===== src/rtl/cpu_types_pkg.sv =====
// Shared CPU datapath types: machine word, register index and the
// state encoding of the register dump sequencer.
package cpu_types_pkg;

  typedef logic [31:0] word_t;
  typedef logic [4:0]  regbits_t;

  localparam int REG_COUNT = 32;

  typedef enum logic [1:0] {
    IDLE = 2'd0,
    LOAD = 2'd1,
    SEND = 2'd2,
    DONE = 2'd3
  } dump_state_t;

endpackage


===== src/rtl/reg_dump_unit.sv =====
// Walks register file entries FIRST_REG..LAST_REG through the single read
// port and streams each value out as a valid/ready beat tagged with its index.
module reg_dump_unit
  import cpu_types_pkg::*;
#(
  parameter int FIRST_REG = 0,
  parameter int LAST_REG  = 31
) (
  input  logic        CLK,
  input  logic        RST,
  input  logic        start,
  output logic [4:0]  rsel,
  input  logic [31:0] rdat,
  output logic        dump_valid,
  input  logic        dump_ready,
  output logic [31:0] dump_data,
  output logic [4:0]  dump_idx,
  output logic        busy,
  output logic        done
);

  localparam regbits_t FIRST_IDX = regbits_t'(FIRST_REG);
  localparam regbits_t LAST_IDX  = regbits_t'(LAST_REG);

  dump_state_t state_reg, state_next;
  regbits_t    idx_reg;
  word_t       data_reg;
  regbits_t    didx_reg;

  logic last_beat;
  assign last_beat = (idx_reg == LAST_IDX);

  always_ff @(posedge CLK or posedge RST) begin
    if (RST) state_reg <= IDLE;
    else     state_reg <= state_next;
  end

  always_comb begin
    state_next = state_reg;
    case (state_reg)
      IDLE: if (start) state_next = LOAD;
      LOAD: state_next = SEND;
      SEND: if (dump_ready) state_next = last_beat ? DONE : LOAD;
      DONE: state_next = IDLE;
      default: state_next = IDLE;
    endcase
  end

  // rsel depends on registered state only, so the read port never sees
  // a combinational path from the handshake or the returned data.
  always_comb begin
    rsel       = (state_reg == LOAD) ? idx_reg : '0;
    dump_valid = (state_reg == SEND);
    busy       = (state_reg != IDLE);
    done       = (state_reg == DONE);
  end

  always_ff @(posedge CLK or posedge RST) begin
    if (RST) begin
      idx_reg <= '0;
    end else begin
      case (state_reg)
        IDLE: if (start) idx_reg <= FIRST_IDX;
        SEND: if (dump_ready && !last_beat) idx_reg <= idx_reg + 5'd1;
        DONE: idx_reg <= '0;
        default: idx_reg <= idx_reg;
      endcase
    end
  end

  // Beat payload is captured once in LOAD and held through any SEND stall.
  always_ff @(posedge CLK or posedge RST) begin
    if (RST) begin
      data_reg <= '0;
      didx_reg <= '0;
    end else if (state_reg == LOAD) begin
      data_reg <= rdat;
      didx_reg <= idx_reg;
    end
  end

  assign dump_data = data_reg;
  assign dump_idx  = didx_reg;

endmodule


===== config.mk =====
export PLATFORM = sky130hd
export DESIGN_NAME = reg_dump_unit
export DESIGN_NICKNAME = d
export VERILOG_FILES = /design/src/rtl/cpu_types_pkg.sv /design/src/rtl/reg_dump_unit.sv
export SDC_FILE = /design/constraint.sdc
export NUM_CORES = 1
export LEC_CHECK = 0
export CORE_MARGIN = 2
export CORE_UTILIZATION = 46
export CTS_BUF_LIST = sky130_fd_sc_hd__clkbuf_2
export CTS_CLUSTER_SIZE = 24
export DETAILED_ROUTE_END_ITERATION = 12
export GPL_ROUTABILITY_DRIVEN = 0
export MAX_ROUTING_LAYER = met4
export PLACE_DENSITY = 0.88
export SETUP_SLACK_MARGIN = 0.3
export SYNTH_ARGS = -nofsm -noshare
export SYNTH_HDL_FRONTEND = slang
export SYNTH_SLANG_ARGS = --single-unit

===== constraint.sdc =====
create_clock -name CLK -period 4.9 [get_ports CLK]
set_input_delay 0.735 -clock CLK [delete_from_list [all_inputs] [get_ports CLK]]
set_output_delay 0.735 -clock CLK [all_outputs]
set_load 0.01 [all_outputs]

Yosys cells after proc, flatten, opt, wreduce, memory -nomap -nowiden

Index checks and enable logic that the tools add are counted.

Add/subtract/negate cells: 1
Equal/unequal tests: 7
Muxes and demuxes: 8
Reductions and logical operators: 7

Operator list:

| kind                                                  | count |
|---|---|
| 2-to-1 mux 5 bit                                      | 3 |
| case mux 5 bit (3 select lines)                       | 1 |
| case mux 2 bit (4 select lines)                       | 1 |
| 2-to-1 mux 2 bit                                      | 3 |
| adder 5 x 1 -> 5 bit, second input constant           | 1 |
| == test 5 bit, second input constant                  | 1 |
| == test 2 bit, second input constant                  | 2 |
| inequality test 2 x 1 -> 1 bit, second input constant | 2 |
| AND reduction 3 bit                                   | 1 |
| nonzero test 3 bit                                    | 1 |
| == test 2 x 1 -> 1 bit, second input constant         | 1 |
| zero test 2 bit                                       | 1 |
| inequality test 2 bit, second input constant          | 1 |
| AND reduction 2 bit                                   | 1 |
| nonzero test 2 bit                                    | 1 |
| logical AND 1 bit                                     | 1 |
| zero test 1 bit                                       | 1 |

Register bits after elaboration: 44
Input bits: 36
Output and inout port bits: 45
Logic and storage cells: 27

Logic depth before layout (Yosys ltp)

Word-level depth: 5
Depth in mapped cells: 7
Depth with buffers taken out: 7

Worst setup path before layout

Ideal clock, no wire load.

Kind: register to register
From: register idx_reg[0]
To: register idx_reg[3]
Setup time: 69 ps
Data arrival time: 1786 ps
Data required time: 4831 ps
Slack: 3045 ps
Stages on the path, launching flop included: 8
Buffers on the path: 0
Period minus slack after synthesis: 1855 ps
Cell sequence: dfrtp_1 -> ha_1 -> and3_1 -> ha_1 -> and2b_2 -> o22ai_2 -> or4_1 -> nand3_1

Cells in the longest elaborated chain, start to end: 5
Elaborated cells on any way between the ends: 8
Those cells by class: add/sub: 1; eq/ne: 2; mux: 2; reduce/logical: 3

Ends and longest elaborated chain:

| element                                                      | RTL line            | source |
|---|---|---|
| start: declaration                                           | reg_dump_unit.sv:26 | `regbits_t idx_reg;` |
| start signal: assignment                                     | reg_dump_unit.sv:64 | `SEND: if (dump_ready && !last_beat) idx_reg <= idx_reg + 5'd1;` |
| start signal: assignment                                     | reg_dump_unit.sv:66 | `default: idx_reg <= idx_reg;` |
| branches (longest 5 deep; another with adder 5 x 1 -> 5 bit) | n/a                 |  |

Several ways; the timed one is not identified. The select of a mux whose other input is x is not followed.
A chain may end at the register's enable or synchronous reset.

Final worst setup path

From: register state_reg[1]
To: output rsel[2]

Cells in the longest elaborated chain, start to end: 2

Ends and longest elaborated chain:

| element                  | RTL line            | source |
|---|---|---|
| start: declaration       | reg_dump_unit.sv:25 | `dump_state_t state_reg, state_next;` |
| start signal: assignment | reg_dump_unit.sv:35 | `else state_reg <= state_next;` |
| == test 2 x 1 -> 1 bit   | reg_dump_unit.sv:52 | `rsel = (state_reg == LOAD) ? idx_reg : '0;` |
| 2-to-1 mux 5 bit         | reg_dump_unit.sv:52 |  |
| end: declaration         | reg_dump_unit.sv:12 | `output logic [4:0] rsel,` |

Every way passes these cells.

==> metrics list <==
* Count of mapped cells out of synthesis: 191
- After clock tree synthesis, the repair step resized 0 gates.
- Initial Utilization: 48.30%
- The first TritonRoute pass finished after 4 iterations.
* # nets final: 310
- CP Max Fanout: 39
- Number of antenna diodes: 0
- Initial DRC Count: 85
- At the later pin of the worst-skew pair, clock insertion delay measures 0.41 ns.
- Clock tree from TritonCTS: built
- Transition time at the pin with the least slew margin: 0.8645 ns
- The top cell type by area accounts for 61.80% of the synthesized area.
- The flow ran to the end, and the final reports show no timing, DRC or antenna violations.
- DRT met1 WL: 1.796 mm
- The highest metal layer carrying signal wires in the routed design is met4.
- The via count of the first global-routing pass was 1515.
- The number of nets in the synthesized netlist is 229.
- Using the TritonRoute via totals, the vias-per-cell ratio works out to 4.735.
- Routed wl met2: 1.742 mm
- Once the clock tree was built, the setup fixing pass inserted 0 buffers.
- On the final layout, the worst clock skew is 0.01239 ns.
* Post-detailed-routing wire length: 3.928 mm
- The tool flagged a number of max-cap violations equal to 0.
* Register bit total from synthesis: 44
- Global routing used 20.91% of the available tracks.
- Detailed placement HPWL: 2.827 mm
- Summed over all failing endpoints, the final setup total negative slack is 0 ns.
* Area of the placeable core: 3689 µm²
- After clock tree synthesis, the clock-pin slew on the worst setup and hold paths is 0.21 ns.
* Cell types with the largest area share after synthesis: dfrtp_1 62%, nand2_1 21%, a21o_1 2.1%
* Class of the worst hold path: register to register
- Global-route wire length before repair: 6.637 mm
- Summing every instance area after synthesis gives 1782 µm².
- Number of hold buffers added after CTS: 0
- Cells traversed along the worst timing path: nand2b_1, buf_4, nor2_1, clkdlybuf4s50_1
- The max-slew violation count came to 0.
- Worst r2r dst: idx_reg[3]$_DFFE_PP0P_
* Largest net degree at the start of global routing: 45
- Syn_area_per_cell: 9.328 µm²
- Antenna Violating Nets Remaining: 0
* Most common cell after layout, fill and taps aside: nand2_1
* Number of different library cells in the post-synthesis netlist: 25
- The Yosys step of the flow raised 0 warnings.
* Sequential element share of the synthesized area: 61.80%
- The filler cells instantiated in the layout total 291.
* TritonCTS Sinks: 44
* Buffers added on ports: 80
- Clock H-tree levels: 2
- Ratio of final minimum period to clock period: 57.65%
- Data arrives at the worst endpoint at 2.09 ns.
* Height of the die: 66.24 µm
* Number of top-level design ports: 81
- Die width: 66.24 µm
- Worst setup slack for register-to-register paths: 2.85 ns
- On the worst path, the slowest cell contributes a delay of 0.56 ns.
- Cells fill 72.83% of the core in the end.
- The final-report hold violation count was 0.
* Capture point of the worst path: rsel[2]
- DRC: 0
- Metal3 WL: 319 µm
* Share of layout cells above drive strength 1: 6.960%
- Highest-count cells in the layout ignoring fill and taps: 102 x nand2_1, 80 x clkdlybuf4s50_1, 44 x dfrtp_1, 6 x clkbuf_2, 5 x a21o_1
* Full die area: 4387 µm²
- For this run the aggregate overflow at the end of global routing stands at 0.
* CP endpoint kind: primary output
- Measured against its own limit, the worst slew margin works out to 42.28%.
- Clock Tree Buf Depth: 2
* Number of flip-flops under the largest register name: 32
- CTS Buf Count: 5
- Power density of the placed cells: 556.2 nW/µm²
- Avg WL per Cell: 12.24 µm
- Setup repair after global routing missed its margin: no
- Reg2reg start: idx_reg[0]$_DFFE_PP0P_
- The largest individual stage delay along the critical path comes from the cell clkdlybuf4s50_1.
* Req. time, crit path: 4.16 ns
* Final Setup Violations: 0
- Critical path type: register to primary output
* Area Overhead vs Synth: 50.77%
- Start point of the critical path: state_reg[1]$_DFFE_PP0P_
* Startpoint Class: register
- The floorplan has 22 rows.
- Clock root cell: clkbuf_2
- Final worst path period need: 2.825 ns
- Maximum VDD drop: 309.5 µV
- Upper clock frequency limit: 354.0 MHz
* Cell leakage power: 1.355 nW
- Reg2reg path depth: 7
- Largest area contributor in the netlist: dfrtp_1
- Detailed routing inserted a total of 1520 vias.
- The initial antenna violation count is 0.
## power by group
group          switching, mW  total, mW  leakage (nW)  internal, mW
clock                  0.114      0.202        0.0430        0.0878
combinational          0.323      0.697         0.755         0.374
sequential            0.0866      0.595         0.558         0.509
total                  0.524       1.49          1.36         0.970
## worst min path at each step
stage / cells past startpoint / slack, ns / to / startpoint
4_1_cts: 2 / 0.50 / dump_data[24]$_DFFE_PP0N_ / dump_data[24]$_DFFE_PP0N_
3_5_place_dp: 2 / 0.46 / dump_data[24]$_DFFE_PP0N_ / dump_data[24]$_DFFE_PP0N_
6_report: 2 / 0.50 / dump_data[24]$_DFFE_PP0N_ / dump_data[24]$_DFFE_PP0N_
3_3_place_gp: 2 / 0.46 / dump_data[31]$_DFFE_PP0N_ / dump_data[31]$_DFFE_PP0N_
2_1_floorplan: 2 / 0.47 / idx_reg[4]$_DFFE_PP0P_ / idx_reg[4]$_DFFE_PP0P_
5_1_grt: 2 / 0.52 / dump_data[23]$_DFFE_PP0N_ / dump_data[23]$_DFFE_PP0N_
## cells in the mapped netlist
master / n
mux2i_1: 1
and2b_2: 1
nand2b_2: 1
dfrtp_1: 44
and2_1: 4
and2b_4: 1
nand3_1: 3
and3_1: 1
inv_1: 3
buf_2: 5
or4_1: 1
clkbuf_1: 3
or2_2: 1
mux2_2: 1
nor2b_2: 1
xnor2_1: 1
a21o_1: 5
o21ai_0: 3
o22ai_2: 1
o32ai_1: 1
nand2_1: 102
and2_2: 1
ha_1: 2
nand2b_1: 1
nor2_1: 3
## critical path, delay by kind of cell, from the launching register on
kind | cells | cell delay [ns]
simple gates | 2 | 0.35
buf+inv | 2 | 0.81
flops | 1 | 0.52
## per-layer routing
layer,vias to the layer above,track usage (%)
li1,755,-
met1,700,24.27
met2,58,33.25
met3,7,7.666
met4,0,7.908
met5,-,-
## stage by stage
| step | std cells | power [mW] | hold WS, ns | area, µm² | setup WS, ns |
|---|---|---|---|---|---|
| after floorplan | 191 | 0.9238 | 0.4697 | 1782 | 3.045 |
| after global placement | 313 | 1.291 | 0.4574 | 2621 | 2.562 |
| after detailed placement | 313 | 1.313 | 0.4611 | 2621 | 2.535 |
| after CTS | 321 | 1.510 | 0.5024 | 2686 | 2.041 |
| after global routing | 321 | 1.613 | 0.5216 | 2686 | 1.912 |
| final | 321 | 1.494 | 0.4963 | 2686 | 2.075 |
## cells by family after synthesis
kind of cell,after synthesis,share of synthesized area [%]
adders and majority gates,2,1.404
DFF,44,61.80
and+or+nand+nor,121,28.30
xor gates and xnor gates,1,0.4917
AOI/OAI and AO/OA,10,4.143
muxes,2,1.194
buffers and inverters,11,2.668
## layout make-up
cell class                 count  area, µm²  share of cell area (%)
clock inverter                 2      35.03                   1.304
sequential                    44       1101                   40.99
tap                           48      60.06                   2.236
inverter                       3      11.26                  0.4192
multi-input combinational    136      633.1                   23.57
clock buffer                   6      30.03                   1.118
timing repair buffer          82      815.8                   30.37
Note: power is estimated with default switching activity, not from simulation.
